[config.mk]
export PLATFORM = sky130hd
export DESIGN_NAME = shift_exec
export DESIGN_NICKNAME = d
export VERILOG_FILES = /design/src/rtl/shift_pkg.sv /design/src/rtl/shift.sv /design/src/rtl/shift_exec.sv
export SDC_FILE = /design/constraint.sdc
export NUM_CORES = 1
export LEC_CHECK = 0
export BUFFER_PORTS_ARGS = -buffer_cell sky130_fd_sc_hd__buf_2
export CAP_MARGIN = 0
export CORE_AREA = 2 2 135 137
export CTS_BUF_LIST = sky130_fd_sc_hd__clkbuf_4
export CTS_CLUSTER_DIAMETER = 120
export DETAILED_ROUTE_END_ITERATION = 10
export DIE_AREA = 0 0 137 139
export HOLD_SLACK_MARGIN = 0.03
export RECOVER_POWER = 50
export SLEW_MARGIN = 5
export SYNTH_ARGS = -nofsm -noshare
export SYNTH_HDL_FRONTEND = slang
export SYNTH_SLANG_ARGS = --single-unit
[constraint.sdc]
create_clock -name clk -period 4.5 [get_ports clk]
set_input_delay 0.45 -clock clk [delete_from_list [all_inputs] [get_ports clk]]
set_output_delay 0.45 -clock clk [all_outputs]
set_load 0.05 [all_outputs]
[src/rtl/shift_pkg.sv]
// Shared constants, the S1 payload type and the bit-reverse helper for the shift execution unit.
package shift_pkg;

    localparam int unsigned XLEN = 32;

    localparam logic [2:0] FUNCT3_SLL = 3'b001;
    localparam logic [2:0] FUNCT3_SR  = 3'b101;

    typedef struct packed {
        logic [XLEN-1:0] rs1;
        logic [4:0]      shamt;
        logic [2:0]      funct3;
        logic            funct7_5;
        logic [4:0]      rd;
    } s1_t;

    function automatic logic [XLEN-1:0] bit_rev(input logic [XLEN-1:0] v);
        logic [XLEN-1:0] r;
        for (int i = 0; i < int'(XLEN); i++) begin
            r[i] = v[XLEN-1-i];
        end
        return r;
    endfunction

endpackage

[src/rtl/shift.sv]
// Right-only barrel shifter; left shifts are built around it by bit reversal.
module shift
    import shift_pkg::*;
(
    input  logic [XLEN-1:0] data,
    input  logic [4:0]      shamt,
    input  logic            arith,
    output logic [XLEN-1:0] result
);

    logic signed [XLEN-1:0] sdata;

    always_comb begin
        sdata  = $signed(data);
        result = arith ? $unsigned(sdata >>> shamt) : (data >> shamt);
    end

endmodule

[src/rtl/shift_exec.sv]
// Two-stage RV32I shift execution unit: S1 latches decoded operands, S2 holds the result.
module shift_exec
    import shift_pkg::*;
#(
    parameter bit ZERO_X0 = 1'b1
) (
    input  logic            clk,
    input  logic            rst_n,
    input  logic            in_valid,
    output logic            in_ready,
    input  logic [2:0]      in_funct3,
    input  logic            in_funct7_5,
    input  logic            in_is_imm,
    input  logic [XLEN-1:0] in_rs1,
    input  logic [XLEN-1:0] in_rs2,
    input  logic [4:0]      in_shamt_imm,
    input  logic [4:0]      in_rd,
    input  logic            flush,
    output logic            out_valid,
    input  logic            out_ready,
    output logic [4:0]      out_rd,
    output logic [XLEN-1:0] out_result,
    output logic            out_illegal
);

    logic s1_valid, s2_valid;
    s1_t  s1_q, s1_d;
    logic s1_adv, s2_adv;

    logic            is_left, is_legal, sh_arith;
    logic [XLEN-1:0] sh_in, sh_out, res_d;

    logic unused_rs2;
    assign unused_rs2 = ^in_rs2[XLEN-1:5];

    assign s2_adv    = !s2_valid || out_ready;
    assign s1_adv    = !s1_valid || s2_adv;
    assign in_ready  = s1_adv;
    assign out_valid = s2_valid;

    always_comb begin
        s1_d          = '0;
        s1_d.rs1      = in_rs1;
        s1_d.shamt    = in_is_imm ? in_shamt_imm : in_rs2[4:0];
        s1_d.funct3   = in_funct3;
        s1_d.funct7_5 = in_funct7_5;
        s1_d.rd       = in_rd;
    end

    always_comb begin
        is_left  = (s1_q.funct3 == FUNCT3_SLL);
        is_legal = (s1_q.funct3 == FUNCT3_SR) || (is_left && !s1_q.funct7_5);
        sh_arith = (s1_q.funct3 == FUNCT3_SR) && s1_q.funct7_5;
        sh_in    = is_left ? bit_rev(s1_q.rs1) : s1_q.rs1;
        res_d    = is_left ? bit_rev(sh_out) : sh_out;
        if (!is_legal || (ZERO_X0 && s1_q.rd == 5'd0)) begin
            res_d = '0;
        end
    end

    shift u_shift (
        .data   (sh_in),
        .shamt  (s1_q.shamt),
        .arith  (sh_arith),
        .result (sh_out)
    );

    // Flush only kills valids; stale data behind a cleared valid is never observed.
    always_ff @(posedge clk) begin
        if (!rst_n) begin
            s1_valid    <= 1'b0;
            s2_valid    <= 1'b0;
            s1_q        <= '0;
            out_rd      <= '0;
            out_result  <= '0;
            out_illegal <= 1'b0;
        end else if (flush) begin
            s1_valid <= 1'b0;
            s2_valid <= 1'b0;
        end else begin
            if (s2_adv) begin
                s2_valid <= s1_valid;
                if (s1_valid) begin
                    out_rd      <= s1_q.rd;
                    out_result  <= res_d;
                    out_illegal <= !is_legal;
                end
            end
            if (s1_adv) begin
                s1_valid <= in_valid;
                if (in_valid) begin
                    s1_q <= s1_d;
                end
            end
        end
    end

endmodule

# --- Yosys cells after proc, flatten, opt, wreduce, memory -nomap -nowiden ---
# Cells that the tools add are included.
totals:
  elab_cells: 35
  reg_bits: 86
  in_bits: 84
  output_inout_bits: 40
op_classes:
  n_eq_ne: 2
  muxes: 5
  reduce_logical: 14
  bitwise: 2
  n_shift: 2
ops:
  columns: ["operator", "n"]
  rows:
  - ["2-to-1 mux 32 bit", 4]
  - [">> shifter 32 x 5 -> 32 bit", 1]
  - [">>> shifter 32 x 5 -> 32 bit", 1]
  - ["AND reduction 3 bit", 2]
  - ["zero test 5 bit", 1]
  - ["2-to-1 mux 5 bit", 1]
  - ["zero test 1 bit", 4]
  - ["logical OR 1 bit", 4]
  - ["equality test 3 x 1 -> 1 bit (second input constant)", 1]
  - ["equality test 3 bit (second input constant)", 1]
  - ["logical AND 1 bit", 2]
  - ["inverter 1 bit", 2]
  - ["OR reduction 2 bit", 1]

# --- Longest topological paths before layout ---
# Gate-level depths: netlist (run 1).
depth:
  ltp_word: 6
  ltp_mapped: 10
  ltp_nobuf: 7

# --- By module ---
# A second synthesis (run 1) with hierarchy kept.
unflattened:
  cells_unflattened: 713
  area_unflattened_um2: 6640.1
by_module_without_submodules:
  columns: ["module", "cells_each", "instances", "area_each_um2", "seq_area_each_um2"]
  rows:
  - ["shift_exec", 450, 1, 4545.6, 1721.7]
  - ["shift", 263, 1, 2094.5, 0.0]

# --- Worst setup path before layout (run 1) ---
# Ideal clock, no wire load.
synth_path:
  path_type: "register -> register"
  startpoint: "register s1_q[6] (netlist name)"
  endpoint: "register out_result[26]"
  period_less_slack_ns: 2.574
  required_ns: 4.378
  path_slack_ns: 1.926
  path_stages_with_launch: 8
  n_path_buf: 0
  arrival_ns: 2.452
  setup_time_ns: 0.122
  cell_sequence: "dfxtp_1 > nor3b_4 > mux4_1 > a22oi_1 > mux2i_2 > a211oi_2 > mux2i_1 > a221o_1"
synth_between:
  elab_chain_cells: 6
  word_cells_on_any_way: 13
  cone_classes: "2 x eq/ne; 2 x shift; 4 x mux; 5 x reduce/logical"
synth_rtl:
  columns: ["element", "line_no", "text"]
  rows:
  - ["start: declaration", "shift_exec.sv:27", "s1_t s1_q, s1_d;"]
  - ["start signal: assignment", "shift_exec.sv:73", "s1_q <= '0;"]
  - ["start signal: assignment", "shift_exec.sv:92", "s1_q <= s1_d;"]
  - ["equality test 3 x 1 -> 1 bit", "shift_exec.sv:51", "is_left = (s1_q.funct3 == FUNCT3_SLL);"]
  - ["2-to-1 mux 32 bit or logical AND 1 bit (tied branches)", "shift_exec.sv:54, shift_exec.sv:52", null]
  - [">> shifter 32 x 5 -> 32 bit (tied with other cells)", "shift.sv:15", "result = arith ? $unsigned(sdata >>> shamt) : (data >> shamt);"]
  - ["2-to-1 mux 32 bit or zero test 1 bit (tied branches)", "shift.sv:15, shift_exec.sv:56", null]
  - ["2-to-1 mux 32 bit or logical OR 1 bit (tied branches)", "shift_exec.sv:55, shift_exec.sv:56", null]
  - ["2-to-1 mux 32 bit *", "shift_exec.sv:56", "if (!is_legal || (ZERO_X0 && s1_q.rd == 5'd0)) begin"]
  - ["end signal: assignment", "shift_exec.sv:85", "out_result <= res_d;"]
  - ["end: declaration", "shift_exec.sv:22", "output logic [XLEN-1:0] out_result,"]
# Every way passes the cells marked *; elsewhere a longest branch is shown, timed or not.
# A chain may end at the register's enable or synchronous reset.

# --- Worst setup path after layout (run 1) ---
layout_path:
  startpoint: "register s1_q[6] (netlist name)"
  endpoint: "register out_result[21]"
# The elaborated chain is that of the path after synthesis.

==> impl_results.md, run 1 <==
* Count of flip-flops with a built-in enable after synthesis at 0
* Pleak at 0.00266 uW
* Complex-gate fraction of the synthesized area at 24.8%
* Final Wtd Congestion at 0.941
* PostCTS Resize Cnt at 0
* Reg2reg setup slack at 1.28 ns
* DP Area at 0.00670 sq mm
* Routed vias at 5623
* Final global-route overflow total at 0
* Crit path DAT at 3.61 ns
* Die width at 137 um
* Hold Path End: s1_q[16]
* Rows at 49
* Hold Path Class: in -> reg
* DR DRC count at 0
* Metal2 WL at 7900 um
* Final setup vio count at 0
* Yosys reg bits at 86
* CP Class: reg -> reg
* Worst Max-Slew Pin Slew at 1.73 ns
* Startpoint Class: flip-flop
* CTS tree: done
* Rel. slew slack at -15.3%
* Vias per inst at 5.63
* Reg2reg path depth at 8
* Final wirelength at 18200 um
* Initial antenna violation count at 1
* Metal-1 WL at 8860 um
* Top FF cell, synth: dfxtp_1
* Drt pass-1 iters at 5
* Largest family of logic cells by synthesized area: compound AO/OA/AOI/OAI gates
* Wirelength per Cell at 18.2 um
* Worst EP required at 4.88 ns
* Synth Area in XOR/XNOR at 0.144%
* PD cells at 244 mW/mm^2
* Area grow syn2layout at 11.3%
* Peak Freq at 310 MHz
* Crit-path max FO at 18
* Syn_nets at 779
* DP HPWL at 13500 um
* Post CTS Setup Buffer Count at 0
* Ys Warns at 0
* Synth cell types at 76
* ANT nets after route at 0
* Clk_lat worst skew at 0.48 ns
* Avg Inst Size Synth at 8.76 sq um
* Mux share of post-synthesis cell area at 23.7%
* Final min period at 3.22 ns
* Reg2reg start: s1_q[6]
* IO buf count at 96
* IO Count at 124
* Clk sink count at 86
* Root Driver: clkbuf_4
* Post-Synth Simple-Gate Area at 17.5%
* Clk buf depth at 2
* Die H at 139 um
* Status: finished, violations left
* Largest net degree at the start of global routing at 57
* Total CTS buffers at 9
* Worst hold slack at 0.194 ns
* Synth Area in Adders at 0%
* Clock transition at the registers of the reported paths at 0.15 ns
* DR iter-0 viols at 430
* Crit Reg-Reg Endpoint: out_result[21]
* H-tree depth at 3
* Final net count at 846
* Max Slew Vio Count at 52
* Post-route cell area at 0.00677 sq mm
* Mapped Area at 0.00609 sq mm
* Die Area at 0.0190 sq mm
* First-pass GRT wire length at 29300 um
* Maxcap violations at 1
* Tot GR Track Use at 19.4%
* Hold depth at 3
* Worst vdd ir at 0.000154 V
* Hold Startpoint: in_rs1[2]
* Unrepaired setup endpoints after global routing: no
* Vias in the first global route at 5280
* Setup TNS at 0 ns
* Final period util at 71.6%
* Ys async rst share at 0%
* Final Hold Violating Endpoints at 0
* Post-Syn Instances at 695
* Sequential area share after synthesis at 28.3%
* Violated checks: capacitance limit, slew limit
* Top sig layer: met4
* Layout cell share with drive strength beyond 1 at 18.8%
* Initial Util at 34.5%
* Cts hold-fix bufs at 0
* Met3 WL post-DR at 1140 um
* Crit. End Element: flip-flop
* Clock skew at 0.0200 ns
* Core ar. at 0.0177 sq mm
* Fillers at 1898
layer usage:
| metal | GRT usage [%] | vias to the layer above |
|---|---|---|
| met3 | 3.65 | 21 |
| met4 | 5.43 | 0 |
| met5 | 0 | - |
| met2 | 27.9 | 180 |
| met1 | 29.3 | 2679 |
| li1 | - | 2743 |
Yosys cell counts, drive strengths merged, types with 3 or more instances:
cell | number | area [sq um]
a221o | 10 | 100
nand3 | 13 | 65.1
o211a | 7 | 70.1
mux2i | 41 | 418
o211ai | 8 | 60.1
o21a | 5 | 37.5
or2 | 3 | 18.8
a21oi | 27 | 135
mux2 | 9 | 101
nor2b | 3 | 18.8
nand2 | 161 | 604
a21o | 6 | 45.0
clkinv | 3 | 11.3
buf | 14 | 101
nand4 | 3 | 18.8
a31oi | 3 | 18.8
nor3b | 4 | 41.3
and2 | 3 | 20.0
dfxtp | 86 | 1720
o31ai | 6 | 50.1
a211oi | 4 | 35.0
a22o | 7 | 61.3
o22ai | 9 | 62.6
inv | 6 | 22.5
o21ai | 18 | 90.1
mux4 | 39 | 926
clkbuf | 44 | 190
a22oi | 15 | 118
nor4 | 3 | 18.8
o221ai | 13 | 114
nor2 | 42 | 158
a21boi | 46 | 345
nor3 | 3 | 15.0
cells by family after synthesis:
| logic type | count (synthesis) |
|---|---|
| simple gates | 249 |
| compound gates | 202 |
| mux | 89 |
| flops | 86 |
| buf+inv | 68 |
| xor+xnor | 1 |
cells in the final DEF (no fill, tap or decap), types with 5 or more instances in the layout:
cell type	n
a21boi_0	46
a21o_1	6
a21oi_1	27
a221o_1	10
a22o_1	7
a22oi_1	14
buf_2	57
buf_4	19
clkbuf_1	39
clkbuf_4	10
dfxtp_1	86
inv_1	5
mux2_2	9
mux2i_1	39
mux4_1	12
mux4_2	26
nand2_1	161
nand3_1	13
nor2_1	42
o211a_1	7
o211ai_1	8
o21a_1	5
o21ai_0	16
o221ai_1	13
o22ai_1	8
o31ai_1	5
state kept, by name (all words and copies together), names as in the netlist:
| register | flops |
|---|---|
| out_result | 32 |
| s1_valid | 1 |
| out_illegal | 1 |
| out_rd | 5 |
| out_valid | 1 |
| s1_q | 46 |
how the worst max path moves through the flow:
stage,slack (ns),to,cells past startpoint,start
global placement,1.36,out_result[3],6,s1_q[9]
detailed placement,1.34,out_result[22],8,s1_q[6]
global route,1.08,out_result[21],8,s1_q[6]
CTS,1.31,out_result[22],8,s1_q[6]
finish,1.28,out_result[21],8,s1_q[6]
floorplan,1.93,out_result[26],7,s1_q[6]
critical path: stages (launching register included):
cell       delay (ns)
dfxtp_1          0.42
nor3b_4          0.21
buf_4            0.29
mux4_1           0.66
a22oi_1          0.45
mux2i_2          0.23
a2111oi_0        0.51
o21ai_0          0.17
a22o_1           0.20
final cells by class:
cell class              instances  area [sq um]  share of cell area, %
diodes                          2          5.00                 0.0739
clock buffers                  10          75.1                   1.11
clock inverters                 6          46.3                  0.683
inverters                       9          33.8                  0.499
multi-input cells             541          4030                   59.5
flip-flops and latches         86          1720                   25.4
well taps                     229           287                   4.23
repair buffers                115           574                   8.48
metrics by stage:
step	worst slack (ns)	power (uW)	util, %	std cells
3_3_place_gp	1.36	1250	37.9	980
6_report	1.28	1650	38.4	998
2_1_floorplan	1.93	1130	-	695
4_1_cts	1.31	1670	38.6	996
5_1_grt	1.08	1740	38.4	998
3_5_place_dp	1.34	1250	37.9	980
where the power goes:
group          internal (uW)  leakage, uW  switching (uW)
combinational            174      0.00190             253
clock                    124    0.0000687             290
sequential               783     0.000699            30.6
total                   1080      0.00266             573
Power figures use the tool's default switching activity.
==> run 2, diff against run 1 <==
==> constraint.sdc (replaced) <==
create_clock -name clk -period 3.2 [get_ports clk]
set_input_delay 0.32 -clock clk [delete_from_list [all_inputs] [get_ports clk]]
set_output_delay 0.32 -clock clk [all_outputs]
set_load 0.05 [all_outputs]
==> run 2 against run 1 <==
The run still ends with capacitance limit, slew limit left. First-iteration DRC count is 11% higher. Sequential share of layout area is 0.35 points lower. Register-to-register slack worse by 1.1 ns. Non-clock buffer count is 8 higher. Total power is 46% higher. Final cell count is 0.70% higher. Final area is 1.4% higher. Wire length hardly changed. Clock skew is 0.0065 ns higher. Combinational power is 45% higher. Core utilization is 0.53 points higher. Via count is 2.0% higher. Critical path type unchanged. Largest power group unchanged. Highest routed layer unchanged.
==> impl_results.md, run 2 (same netlist as run 1, synthesis figures left out) <==
* Worst hold slack at 0.0437 ns
* Vias per inst at 5.71
* Final setup vio count at 0
* Crit path capture: out_result[31]
* DP HPWL at 13600 um
* CTS tree: done
* DR iter-0 viols at 478
* Peak Freq at 332 MHz
* Violated checks: capacitance limit, slew limit
* Max reg flops at 46
* Post CTS Setup Buffer Count at 0
* Final net count at 854
* Final cell count without fillers at 1005
* Initial antenna violation count at 1
* Wirelength per Cell at 18.1 um
* Startpoint Class: flip-flop
* Vias in the first global route at 5213
* Total CTS buffers at 9
* Unrepaired setup endpoints after global routing: no
* Reg2reg start: s1_q[6]
* Clk_lat worst skew at 0.50 ns
* Clock power share at 27.1%
* Crit path DAT at 3.44 ns
* Footprint of the multi-input gates at 0.00404 sq mm
* Worst EP required at 3.63 ns
* Clk buf depth at 2
* CP max-delay cell: or3b_2
* Final min period at 3.01 ns
* Biggest register: s1_q
* Die Area at 0.0190 sq mm
* ANT nets after route at 0
* Pleak at 0.00271 uW
* Critical Path, Cell by Cell: or3b_2, buf_4, mux4_1, nand2_1, a41o_1, o21a_1, a211oi_1, a221o_1
* Register area at 0.00172 sq mm
* Die H at 139 um
* Crit-path max cell delay at 0.67 ns
* Cells after DPL at 986
* Crit-path max FO at 15
* IO buf count at 96
* DR DRC count at 0
* Seq pwr share at 47.1%
* Worst vdd ir at 0.000214 V
* Clock skew at 0.0265 ns
* Commonest cells after routing, fill and taps aside: 161 x nand2_1, 86 x dfxtp_1, 56 x buf_2
* Rows at 49
* IO Count at 124
* Reg2reg path depth at 8
* Initial Util at 34.5%
* Worst Max-Slew Pin Slew at 1.67 ns
* Largest net degree at the start of global routing at 52
* Final Hold Violating Endpoints at 0
* Post-route cell area at 0.00687 sq mm
* Core ar. at 0.0177 sq mm
* Combinational power share at 25.8%
* Final Wtd Congestion at 0.961
* Status: finished, violations left
* DP Area at 0.00676 sq mm
* Clock transition at the registers of the reported paths at 0.16 ns
* Rel. slew slack at -11.1%
* Final period util at 94.2%
* Drt pass-1 iters at 5
* Layout cell share with drive strength beyond 1 at 19.2%
* First-pass GRT wire length at 28900 um
* Root Driver: clkbuf_4
* Hold Startpoint: in_rs1[21]
* Final wirelength at 18200 um
* Area grow syn2layout at 12.8%
* Die width at 137 um
* Largest regs: s1_q x46, out_result x32, out_rd x5
* Setup TNS at 0 ns
* Clk sink count at 86
* Hold Path Class: in -> reg
* Most common cell after layout, fill and taps aside: nand2_1
* Sw Ratio at 33.7%
* Tot GR Track Use at 19.2%
* Switch Pwr at 814 uW
* Reg2reg setup slack at 0.19 ns
* Final global-route overflow total at 0
* Crit path from: s1_q[6]
* Hold depth at 3
* Crit Reg-Reg Endpoint: out_result[31]
* PD cells at 351 mW/mm^2
* H-tree depth at 3
* Crit. End Element: flip-flop
* CP Class: reg -> reg
* Int Power at 1600 uW
* Maxcap violations at 1
* Routed vias at 5734
* Fillers at 1884
* Max Slew Vio Count at 52
## run 2: cell types whose count changed in the layout (fill, tap and decap cells not counted), sizes merged
cell / delta
buf: +4
dlygate4sd3: +2
clkbuf: +1
clkinv: +1
diode: -1
clkinvlp: -1
bufinv: +1
## run 2: worst min path at each step
stage                          end  slack [ns]
CTS                       s1_q[14]        0.03
global placement    out_result[13]        0.43
detailed placement  out_result[13]        0.44
floorplan                 s1_valid        0.44
global route              s1_q[33]        0.03
finish                    s1_q[35]        0.04
## run 2: area by class of cell
type	count	share of cell area, %
well taps	229	4.17
flip-flops and latches	86	25.1
diodes	1	0.0364
clock buffers	9	0.984
clock inverters	7	1.06
multi-input cells	541	58.8
repair buffers	123	9.42
inverters	9	0.492
## run 2: worst max-delay path: cells and delay by family (launching register included)
| kind | cells | cell delay, ns |
|---|---|---|
| buffers and inverters | 1 | 0.24 |
| AO/OA/AOI/OAI | 4 | 1.15 |
| AND/OR/NAND/NOR | 2 | 0.78 |
| flip-flops | 1 | 0.43 |
| multiplexers | 1 | 0.35 |
## run 2: layer usage
metal	vias up	GRT usage (%)	wire (um)
met1	2771	29.0	9010
met4	0	5.43	267
li1	2761	-	-
met3	18	3.40	1070
met5	-	0	0
met2	184	27.8	7840
## run 2: timing repair
item	CTS	global route
hold buffers	1	1
gates resized for setup	0	2
endpoints found under the hold margin	1	1
endpoints found under the setup margin	0	3
## run 2: per-stage QoR
| step | power [uW] | utilization, % | setup slack [ns] |
|---|---|---|---|
| after CTS | 2420 | 39.1 | 0.197 |
| after global placement | 1770 | 38.3 | 0.254 |
| after global routing | 2530 | 38.9 | 0.0641 |
| after floorplan | 1580 | - | 0.626 |
| final | 2410 | 38.9 | 0.187 |
| after detailed placement | 1770 | 38.3 | 0.227 |
## run 2: power groups by stage
stage / logic [uW] / clock network (uW) / registers (uW)
after global routing: 672 / 712 / 1140
after floorplan: 434 / 0 / 1150
after detailed placement: 606 / 0 / 1160
after global placement: 607 / 0 / 1160
final: 622 / 653 / 1140
after CTS: 610 / 670 / 1140
